## src/rtl/midi_pkg.sv

```systemverilog
// Shared MIDI constants, event payload and parser state encoding.
package midi_pkg;

    localparam logic [3:0] NOTE_OFF   = 4'h8;
    localparam logic [3:0] NOTE_ON    = 4'h9;
    localparam logic [3:0] PROG       = 4'hC;
    localparam logic [3:0] CHAN_PRESS = 4'hD;
    localparam logic [3:0] SYS        = 4'hF;

    localparam int unsigned NOTE_W = 7;
    localparam int unsigned VEL_W  = 7;
    localparam int unsigned AGE_W  = 3;
    localparam int unsigned SLOT_W = 16;

    typedef enum logic [1:0] {
        EV_NONE = 2'd0,
        EV_ON   = 2'd1,
        EV_OFF  = 2'd2
    } midi_ev_kind_e;

    typedef struct packed {
        midi_ev_kind_e     kind;
        logic [NOTE_W-1:0] note;
        logic [VEL_W-1:0]  vel;
    } midi_event_t;

    typedef enum logic [1:0] {
        PS_IDLE    = 2'd0,
        PS_WAIT_D1 = 2'd1,
        PS_WAIT_D2 = 2'd2
    } parser_state_e;

    // Realtime bytes 0xF8-0xFF may interleave anywhere and carry no state.
    function automatic logic is_realtime(input logic [7:0] b);
        return &b[7:3];
    endfunction

endpackage

```

## src/rtl/midi_byte_parser.sv

```systemverilog
// Byte-stream MIDI parser with running status; emits registered note events.
module midi_byte_parser
    import midi_pkg::*;
#(
    parameter int unsigned CHANNEL = 0,
    parameter int unsigned OMNI    = 0
) (
    input  logic        clk_in,
    input  logic        rst_n_in,
    input  logic [7:0]  midi_byte_in,
    input  logic        midi_byte_valid_in,
    output midi_event_t ev_out
);

    parser_state_e     state_q, state_nxt;
    logic [7:0]        status_q, status_nxt;
    logic [NOTE_W-1:0] d1_q, d1_nxt;
    midi_event_t       ev_q, ev_nxt;
    logic              chan_ok_c;

    assign chan_ok_c = (OMNI != 0) || (status_q[3:0] == 4'(CHANNEL));
    assign ev_out    = ev_q;

    // Parser state, running status, first data byte and pending event.
    always_ff @(posedge clk_in or negedge rst_n_in) begin
        if (!rst_n_in) begin
            state_q  <= PS_IDLE;
            status_q <= 8'h00;
            d1_q     <= '0;
            ev_q     <= '0;
        end else begin
            state_q  <= state_nxt;
            status_q <= status_nxt;
            d1_q     <= d1_nxt;
            ev_q     <= ev_nxt;
        end
    end

    // Next-state decode; the event register holds for exactly one cycle.
    always_comb begin
        state_nxt  = state_q;
        status_nxt = status_q;
        d1_nxt     = d1_q;
        ev_nxt     = '0;
        if (midi_byte_valid_in && !is_realtime(midi_byte_in)) begin
            if (midi_byte_in[7]) begin
                if (midi_byte_in[7:4] == SYS) begin
                    state_nxt  = PS_IDLE;
                    status_nxt = 8'h00;
                end else begin
                    state_nxt  = PS_WAIT_D1;
                    status_nxt = midi_byte_in;
                end
            end else begin
                case (state_q)
                    PS_WAIT_D1: begin
                        if (status_q[7:4] != PROG && status_q[7:4] != CHAN_PRESS) begin
                            d1_nxt    = midi_byte_in[6:0];
                            state_nxt = PS_WAIT_D2;
                        end
                    end
                    PS_WAIT_D2: begin
                        state_nxt = PS_WAIT_D1;
                        if (chan_ok_c) begin
                            if (status_q[7:4] == NOTE_ON && midi_byte_in[6:0] != 7'd0) begin
                                ev_nxt.kind = EV_ON;
                                ev_nxt.note = d1_q;
                                ev_nxt.vel  = midi_byte_in[6:0];
                            end else if (status_q[7:4] == NOTE_ON || status_q[7:4] == NOTE_OFF) begin
                                ev_nxt.kind = EV_OFF;
                                ev_nxt.note = d1_q;
                            end
                        end
                    end
                    default: ;
                endcase
            end
        end
    end

endmodule

```

## src/rtl/midi_voice_alloc.sv

```systemverilog
// Voice slot table with LRU stealing, fed by the MIDI byte parser.
module midi_voice_alloc
    import midi_pkg::*;
#(
    parameter int unsigned NUM_VOICES = 5,
    parameter int unsigned CHANNEL    = 0,
    parameter int unsigned OMNI       = 0
) (
    input  logic                         clk_in,
    input  logic                         rst_n_in,
    input  logic [7:0]                   midi_byte_in,
    input  logic                         midi_byte_valid_in,
    output logic [NUM_VOICES*SLOT_W-1:0] midi_burst_data_out,
    output logic [NUM_VOICES-1:0]        on_array_out,
    output logic                         midi_burst_change_out,
    output logic                         voices_full_out,
    output logic [7:0]                   steal_count_out
);

    localparam int unsigned IDX_W = (NUM_VOICES > 1) ? $clog2(NUM_VOICES) : 1;
    localparam logic [AGE_W-1:0] AGE_MAX = AGE_W'(NUM_VOICES - 1);

    midi_event_t ev;

    logic [NOTE_W-1:0]     note_q [NUM_VOICES];
    logic [NOTE_W-1:0]     note_nxt [NUM_VOICES];
    logic [VEL_W-1:0]      vel_q [NUM_VOICES];
    logic [VEL_W-1:0]      vel_nxt [NUM_VOICES];
    logic [AGE_W-1:0]      age_q [NUM_VOICES];
    logic [AGE_W-1:0]      age_nxt [NUM_VOICES];
    logic [NUM_VOICES-1:0] on_q, on_nxt;
    logic [7:0]            steal_q, steal_nxt;
    logic                  change_q, change_nxt;
    logic                  full_q;

    logic                  hit;
    logic [IDX_W-1:0]      hit_idx;
    logic                  free_found;
    logic [IDX_W-1:0]      free_idx;
    logic [IDX_W-1:0]      old_idx;
    logic [AGE_W-1:0]      old_age;
    logic [IDX_W-1:0]      tgt_idx;

    midi_byte_parser #(
        .CHANNEL (CHANNEL),
        .OMNI    (OMNI)
    ) u_parser (
        .clk_in             (clk_in),
        .rst_n_in           (rst_n_in),
        .midi_byte_in       (midi_byte_in),
        .midi_byte_valid_in (midi_byte_valid_in),
        .ev_out             (ev)
    );

    // Slot lookup: matching active note, lowest free slot, oldest slot.
    always_comb begin
        hit        = 1'b0;
        hit_idx    = '0;
        free_found = 1'b0;
        free_idx   = '0;
        old_idx    = '0;
        old_age    = age_q[0];
        for (int i = 0; i < NUM_VOICES; i++) begin
            if (!hit && on_q[i] && note_q[i] == ev.note) begin
                hit     = 1'b1;
                hit_idx = IDX_W'(i);
            end
            if (!free_found && !on_q[i]) begin
                free_found = 1'b1;
                free_idx   = IDX_W'(i);
            end
            if (age_q[i] > old_age) begin
                old_age = age_q[i];
                old_idx = IDX_W'(i);
            end
        end
        tgt_idx = free_found ? free_idx : old_idx;
    end

    // Table update for the pending event.
    always_comb begin
        note_nxt   = note_q;
        vel_nxt    = vel_q;
        age_nxt    = age_q;
        on_nxt     = on_q;
        steal_nxt  = steal_q;
        change_nxt = 1'b0;
        if (ev.kind == EV_ON) begin
            change_nxt = 1'b1;
            if (hit) begin
                for (int i = 0; i < NUM_VOICES; i++) begin
                    if (IDX_W'(i) == hit_idx) vel_nxt[i] = ev.vel;
                end
            end else begin
                if (!free_found && steal_q != 8'hFF) steal_nxt = steal_q + 8'd1;
                for (int i = 0; i < NUM_VOICES; i++) begin
                    if (IDX_W'(i) == tgt_idx) begin
                        on_nxt[i]   = 1'b1;
                        note_nxt[i] = ev.note;
                        vel_nxt[i]  = ev.vel;
                        age_nxt[i]  = '0;
                    end else if (on_q[i]) begin
                        age_nxt[i] = (age_q[i] >= AGE_MAX) ? AGE_MAX : age_q[i] + AGE_W'(1);
                    end
                end
            end
        end else if (ev.kind == EV_OFF && hit) begin
            change_nxt = 1'b1;
            for (int i = 0; i < NUM_VOICES; i++) begin
                if (IDX_W'(i) == hit_idx) begin
                    on_nxt[i]   = 1'b0;
                    note_nxt[i] = '0;
                    vel_nxt[i]  = '0;
                    age_nxt[i]  = '0;
                end
            end
        end
    end

    // Table and status registers.
    always_ff @(posedge clk_in or negedge rst_n_in) begin
        if (!rst_n_in) begin
            for (int i = 0; i < NUM_VOICES; i++) begin
                note_q[i] <= '0;
                vel_q[i]  <= '0;
                age_q[i]  <= '0;
            end
            on_q     <= '0;
            steal_q  <= 8'h00;
            change_q <= 1'b0;
            full_q   <= 1'b0;
        end else begin
            for (int i = 0; i < NUM_VOICES; i++) begin
                note_q[i] <= note_nxt[i];
                vel_q[i]  <= vel_nxt[i];
                age_q[i]  <= age_nxt[i];
            end
            on_q     <= on_nxt;
            steal_q  <= steal_nxt;
            change_q <= change_nxt;
            full_q   <= &on_nxt;
        end
    end

    for (genvar g = 0; g < NUM_VOICES; g++) begin : g_slot
        assign midi_burst_data_out[g*SLOT_W +: SLOT_W] = {1'b0, note_q[g], 1'b0, vel_q[g]};
    end

    assign on_array_out          = on_q;
    assign midi_burst_change_out = change_q;
    assign voices_full_out       = full_q;
    assign steal_count_out       = steal_q;

endmodule

```

## config.mk

```make
export PLATFORM = sky130hd
export DESIGN_NAME = midi_voice_alloc
export DESIGN_NICKNAME = d
export VERILOG_FILES = /design/src/rtl/midi_pkg.sv /design/src/rtl/midi_byte_parser.sv /design/src/rtl/midi_voice_alloc.sv
export SDC_FILE = /design/constraint.sdc
export NUM_CORES = 1
export LEC_CHECK = 0
export ABC_AREA = 1
export BUFFER_PORTS_ARGS = -buffer_cell sky130_fd_sc_hd__buf_4
export CAP_MARGIN = 20
export CORE_MARGIN = 3
export CORE_UTILIZATION = 35
export CTS_BUF_LIST = sky130_fd_sc_hd__clkbuf_16
export DETAILED_ROUTE_END_ITERATION = 7
export PLACE_DENSITY = 0.54
export SETUP_SLACK_MARGIN = 0.05
export SYNTH_ARGS = -nofsm -noshare
export SYNTH_HDL_FRONTEND = slang
export SYNTH_SLANG_ARGS = --single-unit
export TNS_END_PERCENT = 30
```

## constraint.sdc

```tcl
create_clock -name clk_in -period 8.8 [get_ports clk_in]
set_clock_uncertainty 0.15 [all_clocks]
set_input_delay 1.76 -clock clk_in [delete_from_list [all_inputs] [get_ports clk_in]]
set_output_delay 1.76 -clock clk_in [all_outputs]
set_load 0.02 [all_outputs]
```

Word-level counts from Yosys, hierarchy flattened
Cells that the tools add are included.
{"block": "totals", "reg_bits": 133, "inputBits": 11, "out_inout_bits": 95, "elab_cells": 252}
{"block": "classes", "n_addsub": 6, "n_lt_le_gt_ge": 9, "n_eq_ne": 45, "mux": 101, "bitwise_logic": 2, "n_reduce_logical": 64}
{"cell": "2-to-1 mux 35 bit", "n": 5}
{"cell": "2-to-1 mux 7 bit", "n": 21}
{"cell": "2-to-1 mux 3 bit", "n": 32}
{"cell": "2-to-1 mux 16 bit", "n": 4}
{"cell": "AND reduction 4 bit", "n": 16}
{"cell": "2-to-1 mux 15 bit", "n": 3}
{"cell": "== test 7 bit", "n": 5}
{"cell": "!= test 3 x 2 -> 1 bit (second input constant)", "n": 11}
{"cell": "2-to-1 mux 1 bit", "n": 26}
{"cell": "!= test 2 x 1 -> 1 bit (second input constant)", "n": 10}
{"cell": "logical AND 1 bit", "n": 18}
{"cell": "2-to-1 mux 9 bit", "n": 2}
{"cell": "adder 3 x 1 -> 3 bit (second input constant)", "n": 5}
{"cell": "greater-or-equal comparator 3 bit (second input constant)", "n": 5}
{"cell": "2-to-1 mux 5 bit", "n": 3}
{"cell": "logical NOT 1 bit", "n": 13}
{"cell": "== test 2 x 3 -> 1 bit (first input constant)", "n": 4}
{"cell": "== test 4 bit (second input constant)", "n": 3}
{"cell": "> comparator 3 bit", "n": 4}
{"cell": "nonzero test 2 bit", "n": 6}
{"cell": "AND reduction 5 bit", "n": 2}
{"cell": "adder 8 x 1 -> 8 bit (second input constant)", "n": 1}
{"cell": "2-to-1 mux 8 bit", "n": 1}
{"cell": "!= test 4 bit (second input constant)", "n": 2}
{"cell": "16 further kinds", "n": 25}

Logic depth before layout (Yosys ltp)
{"block": "logic_depth", "ltp_word": 24, "ltp_mapped": 35, "depth_no_buf": 34}

By module
From an unflattened synthesis, not the netlist that was laid out.
{"block": "unflattened", "cells_unflattened": 956, "hier_area_um2": 7359.6}
{"mod": "midi_voice_alloc", "instances": 1, "cells_each": 806, "area_per_inst_um2": 5965.7, "seq_area_each_um2": 2502.4}
{"mod": "midi_byte_parser", "instances": 1, "cells_each": 150, "area_per_inst_um2": 1393.8, "seq_area_each_um2": 825.8}

Worst setup path after synthesis
No wires, ideal clock.
{"block": "synth_path", "path_kind": "reg-to-reg", "from": "reg age_q[11] (netlist name)", "to": "reg age_q[10] (netlist name)", "setup_ps": 117, "arrival_time_ps": 4146, "required_time_ps": 8533, "setup_slack_ps": 4388, "path_stages_with_launch": 31, "path_buffers": 0, "synth_period_minus_slack_ps": 4412, "cell_sequence": "dfrtp_1 > ha_1 > nand2_1 > o21ai_1 > nand2_1 > nand2_1 > o21ai_0 > ha_1 > nand3_1 > nand2_1 > nand2_1 > nand2_1 > o21ai_0 > ha_1 > nand3b_1 > nand2_1 > nand2_1 > nand2_1 > o21ai_0 > ha_1 > nand2_1 > o21ai_0 > nand2_1 > nand3_1 > nand2_1 > nor2_2 > nor2_1 > a21boi_1 > nand2_1 > nand2_1 > nand2_1"}
{"block": "synth_between", "elab_chain_cells": 13, "elab_cells_between_ends": 21, "cone_classes": "order compare (5); eq/ne (2); mux (13); reduce/logical (1)"}
{"element": "start, declared", "line_no": "midi_voice_alloc.sv:29", "source": "logic [AGE_W-1:0] age_q [NUM_VOICES];"}
{"element": "start signal, assigned by index", "line_no": "midi_voice_alloc.sv:136", "source": "age_q[i] <= age_nxt[i];"}
{"element": "> comparator 3 bit", "line_no": "midi_voice_alloc.sv:72", "source": "if (age_q[i] > old_age) begin"}
{"element": "2-to-1 mux 3 bit", "line_no": "midi_voice_alloc.sv:72"}
{"element": "> comparator 3 bit", "line_no": "midi_voice_alloc.sv:72"}
{"element": "2-to-1 mux 3 bit", "line_no": "midi_voice_alloc.sv:72"}
{"element": "> comparator 3 bit", "line_no": "midi_voice_alloc.sv:72"}
{"element": "2-to-1 mux 3 bit", "line_no": "midi_voice_alloc.sv:72"}
{"element": "> comparator 3 bit", "line_no": "midi_voice_alloc.sv:72"}
{"element": "2-to-1 mux 3 bit", "line_no": "midi_voice_alloc.sv:72"}
{"element": "2-to-1 mux 3 bit", "line_no": "midi_voice_alloc.sv:77", "source": "tgt_idx = free_found ? free_idx : old_idx;"}
{"element": "== test 1 x 3 -> 1 bit", "line_no": "midi_voice_alloc.sv:97", "source": "if (IDX_W'(i) == tgt_idx) begin"}
{"element": "2-to-1 mux 3 bit", "line_no": "midi_voice_alloc.sv:97"}
{"element": "2-to-1 mux 15 bit", "line_no": "midi_voice_alloc.sv:90", "source": "if (hit) begin"}
{"element": "2-to-1 mux 15 bit", "line_no": "midi_voice_alloc.sv:88", "source": "if (ev.kind == EV_ON) begin"}
Parallel ways exist; a longest one is shown, timed or not. The select of a mux whose other input is x is not followed.
A chain may end at the register's enable or synchronous reset.

Final worst setup path
{"block": "layout_path", "from": "reg age_q[10] (netlist name)", "to": "reg age_q[9] (netlist name)"}
Same word-level chain as after synthesis.

==> flow_metrics.py <==
metrics = {
    "worst_setup_path": {
        "cp_max_fo": 6,
        "crit_top_cell": "nand2_1",
        "worst_path_max_delay_cell": "dfrtp_1",
        "worstPathArrival_ns": 5.29,
        "cp_data_required_time_ns": 8.95,
        "worstSetupPathType": "reg -> reg",
        "startpoint_type": "flop",
        "cp-end-kind": "flop",
        "max_stage_delay_ns": 0.43,
    },
    "sta": {
        "rsz0062_at_grt": "no",
        "fin_setup_tns_ns": 0,
        "slew_viol_final": 0,
        "relSlewSlack": 0.381,
        "setup_violations": 0,
        "hold_violations": 0,
        "fmax_mhz": 195,
        "fin_crit_sh": 0.584,
        "min_period_ns": 5.14,
        "tightestPinTransition_ns": 0.929,
    },
    "placed_design": {
        "placed_area_sq_um": 8070,
        "placed_cells": 1243,
        "port_buffers": 95,
        "gp_congestion": 0.870,
        "dp_hpwl_um": 14000,
    },
    "floorplan": {
        "core.rowCount": 51,
        "fp.dieW_um": 149,
        "fp.coreArea_sq_um": 19800,
        "die-area_sq_um": 22300,
        "start_util": 0.363,
        "die_h_um": 149,
        "io_pins": 106,
    },
    "cells_and_area": {
        "layout_common_cells": "nand2_1 (278), dfrtp_1 (133), inv_1 (103), o21ai_0 (96), buf_4 (96)",
        "antenna_cells": 0,
        "nNetsFinal": 1031,
        "area_growth_pct": 21.2,
        "instances_no_fill": 1275,
        "drive_gt1_frac": 0.193,
        "final_common_cell": "nand2_1",
        "design_area_sq_um": 8700,
        "fillerInstances": 1998,
        "utilization": 0.440,
    },
    "route": {
        "wl_met2_um": 8530,
        "routed.top_layer": "met4",
        "wl_met3_um": 835,
        "wl_per_cell_um": 14.8,
        "routed_wl_um": 18800,
        "drc": 0,
        "drtIter0Drc": 370,
        "vias_per_cell": 4.73,
        "antenna_left": 0,
        "firstDrtPassIters": 5,
        "wl_met1_um": 9230,
        "vias": 6029,
    },
    "synthesis": {
        "ys_async_sr_fraction": 1.00,
        "yosys.area.top_type": "dfrtp_1",
        "ys_seq_area_frac": 0.463,
        "yosys-top-cells-area": "dfrtp_1 (46%), nand2_1 (15%), o21ai_0 (6.7%), inv_1 (5.4%), ha_1 (4.0%)",
        "yosys_warnings": 0,
        "synth_edf_count": 0,
        "synthFlopType": "dfrtp_1",
        "postSynthCellCount": 898,
        "yosysUniqueCellTypes": 41,
        "syn_avg_cell_area_sq_um": 8.00,
        "netlist_area_sq_um": 7180,
        "synth_top_area_share": 0.463,
        "ys_ff_latch": 133,
    },
    "grt": {
        "grt_overflow": 0,
        "antenna_found_initial": 0,
        "grt_use_total": 0.176,
        "grt_pass1_vias": 5846,
        "grt_pass1_wl_um": 30800,
        "grt_max_degree": 75,
    },
    "clocking": {
        "cts_hold_buffers": 0,
        "cts_tree": "yes",
        "cts-root-buf": "clkbuf_16",
        "cts-buffers-inserted": 17,
        "clk_latency_ns": 0.42,
        "clockBufferDepth": 2,
        "post_cts_buffers": 0,
        "post_cts_resized": 0,
        "clk_pin_slew_ns": 0.07,
        "cts.sinks": 133,
        "h-tree-depth": 4,
    },
    "pwr": {
        "p_per_area_nw_per_um2": 170,
        "ir_drop_uv": 113,
        "leakagePower_nw": 4.43,
    },
    "run_status": {
        "status": "finished clean",
    },
    "worst_hold_path": {
        "hold_path_class": "reg -> reg",
    },
    "job": {
        "cap_violations": 0,
    },
}
[kinds of logic after synthesis]
kind of cell / share of synthesized area
flip-flops: 0.463
buffers and inverters: 0.0908
AND/OR/NAND/NOR: 0.272
adder cells (fa/ha/maj): 0.0401
XOR/XNOR: 0.0110
other: 0.000522
AO/OA/AOI/OAI: 0.122
[worst paths after layout]
check,depth (start not counted),endpoint,startpoint,slack (ns)
worst min-delay path,2,u_parser.d1_q[4],u_parser.d1_q[4],0.34
worst max register to register,28,age_q[9],age_q[10],3.66
max in group asynchronous,2,steal_count_out[6],rst_n_in,5.98
worst min register to register,2,u_parser.d1_q[4],u_parser.d1_q[4],0.34
worst max-delay path,28,age_q[9],age_q[10],3.66
min in group asynchronous,1,midi_burst_data_out[42],rst_n_in,1.16
[cell usage after synthesis (5+ instances only)]
master	n
ha_1	23
nor2_1	75
a21oi_1	12
inv_1	103
nand3_1	29
o21ai_2	18
inv_2	10
xnor2_1	5
o21ai_1	10
dfrtp_1	133
nand4_1	9
buf_2	5
nand2_1	278
o22ai_1	8
o21ai_0	96
nor3_1	8
nand2_2	9
nor2_2	6
buf_4	13
nor2_4	7
[routing by layer]
metal,global-route usage,vias to the layer above
met3,0.0371,17
met4,0.0494,0
met1,0.248,2826
li1,-,3062
met5,0,-
met2,0.275,124
[state kept, by name, indices dropped and copies added, names as in the netlist]
register,flops
voices_full_out,1
u_parser.d1_q,7
midi_burst_data_out,70
midi_burst_change_out,1
u_parser.ev_out,16
u_parser.state_q,2
on_array_out,5
age_q,15
steal_count_out,8
u_parser.status_q,8
[stage by stage]
step                power (mW)  setup slack [ns]  hold slack, ns
global route              1.54              2.89           0.359
global placement         0.730              3.81           0.319
floorplan                0.704              4.39           0.303
CTS                       1.50              3.68           0.341
detailed placement       0.731              3.69           0.324
finish                    1.48              3.66           0.336
[power breakdown]
| group | total (mW) | internal [mW] | switching [mW] |
|---|---|---|---|
| clock | 0.765 | 0.460 | 0.305 |
| combinational | 0.0740 | 0.0214 | 0.0527 |
| sequential | 0.644 | 0.633 | 0.0114 |
[final cells by class]
class | count | area (sq um) | share of cell area
Clock buffer | 17 | 425 | 0.0489
Clock inverter | 15 | 208 | 0.0239
Inverter | 116 | 443 | 0.0509
Multi-Input combinational cell | 632 | 3240 | 0.372
Sequential cell | 133 | 3330 | 0.382
Tap cell | 265 | 332 | 0.0381
Timing Repair Buffer | 97 | 732 | 0.0841
[worst max-delay path: cells and delay by family (launching register included)]
family                     cells  cell delay, ns
AOI/OAI and AO/OA              6            1.16
and+or+nand+nor               18            2.01
adders and majority gates      4            1.26
DFF                            1            0.43
No activity file was read; power rests on OpenSTA's default activity.
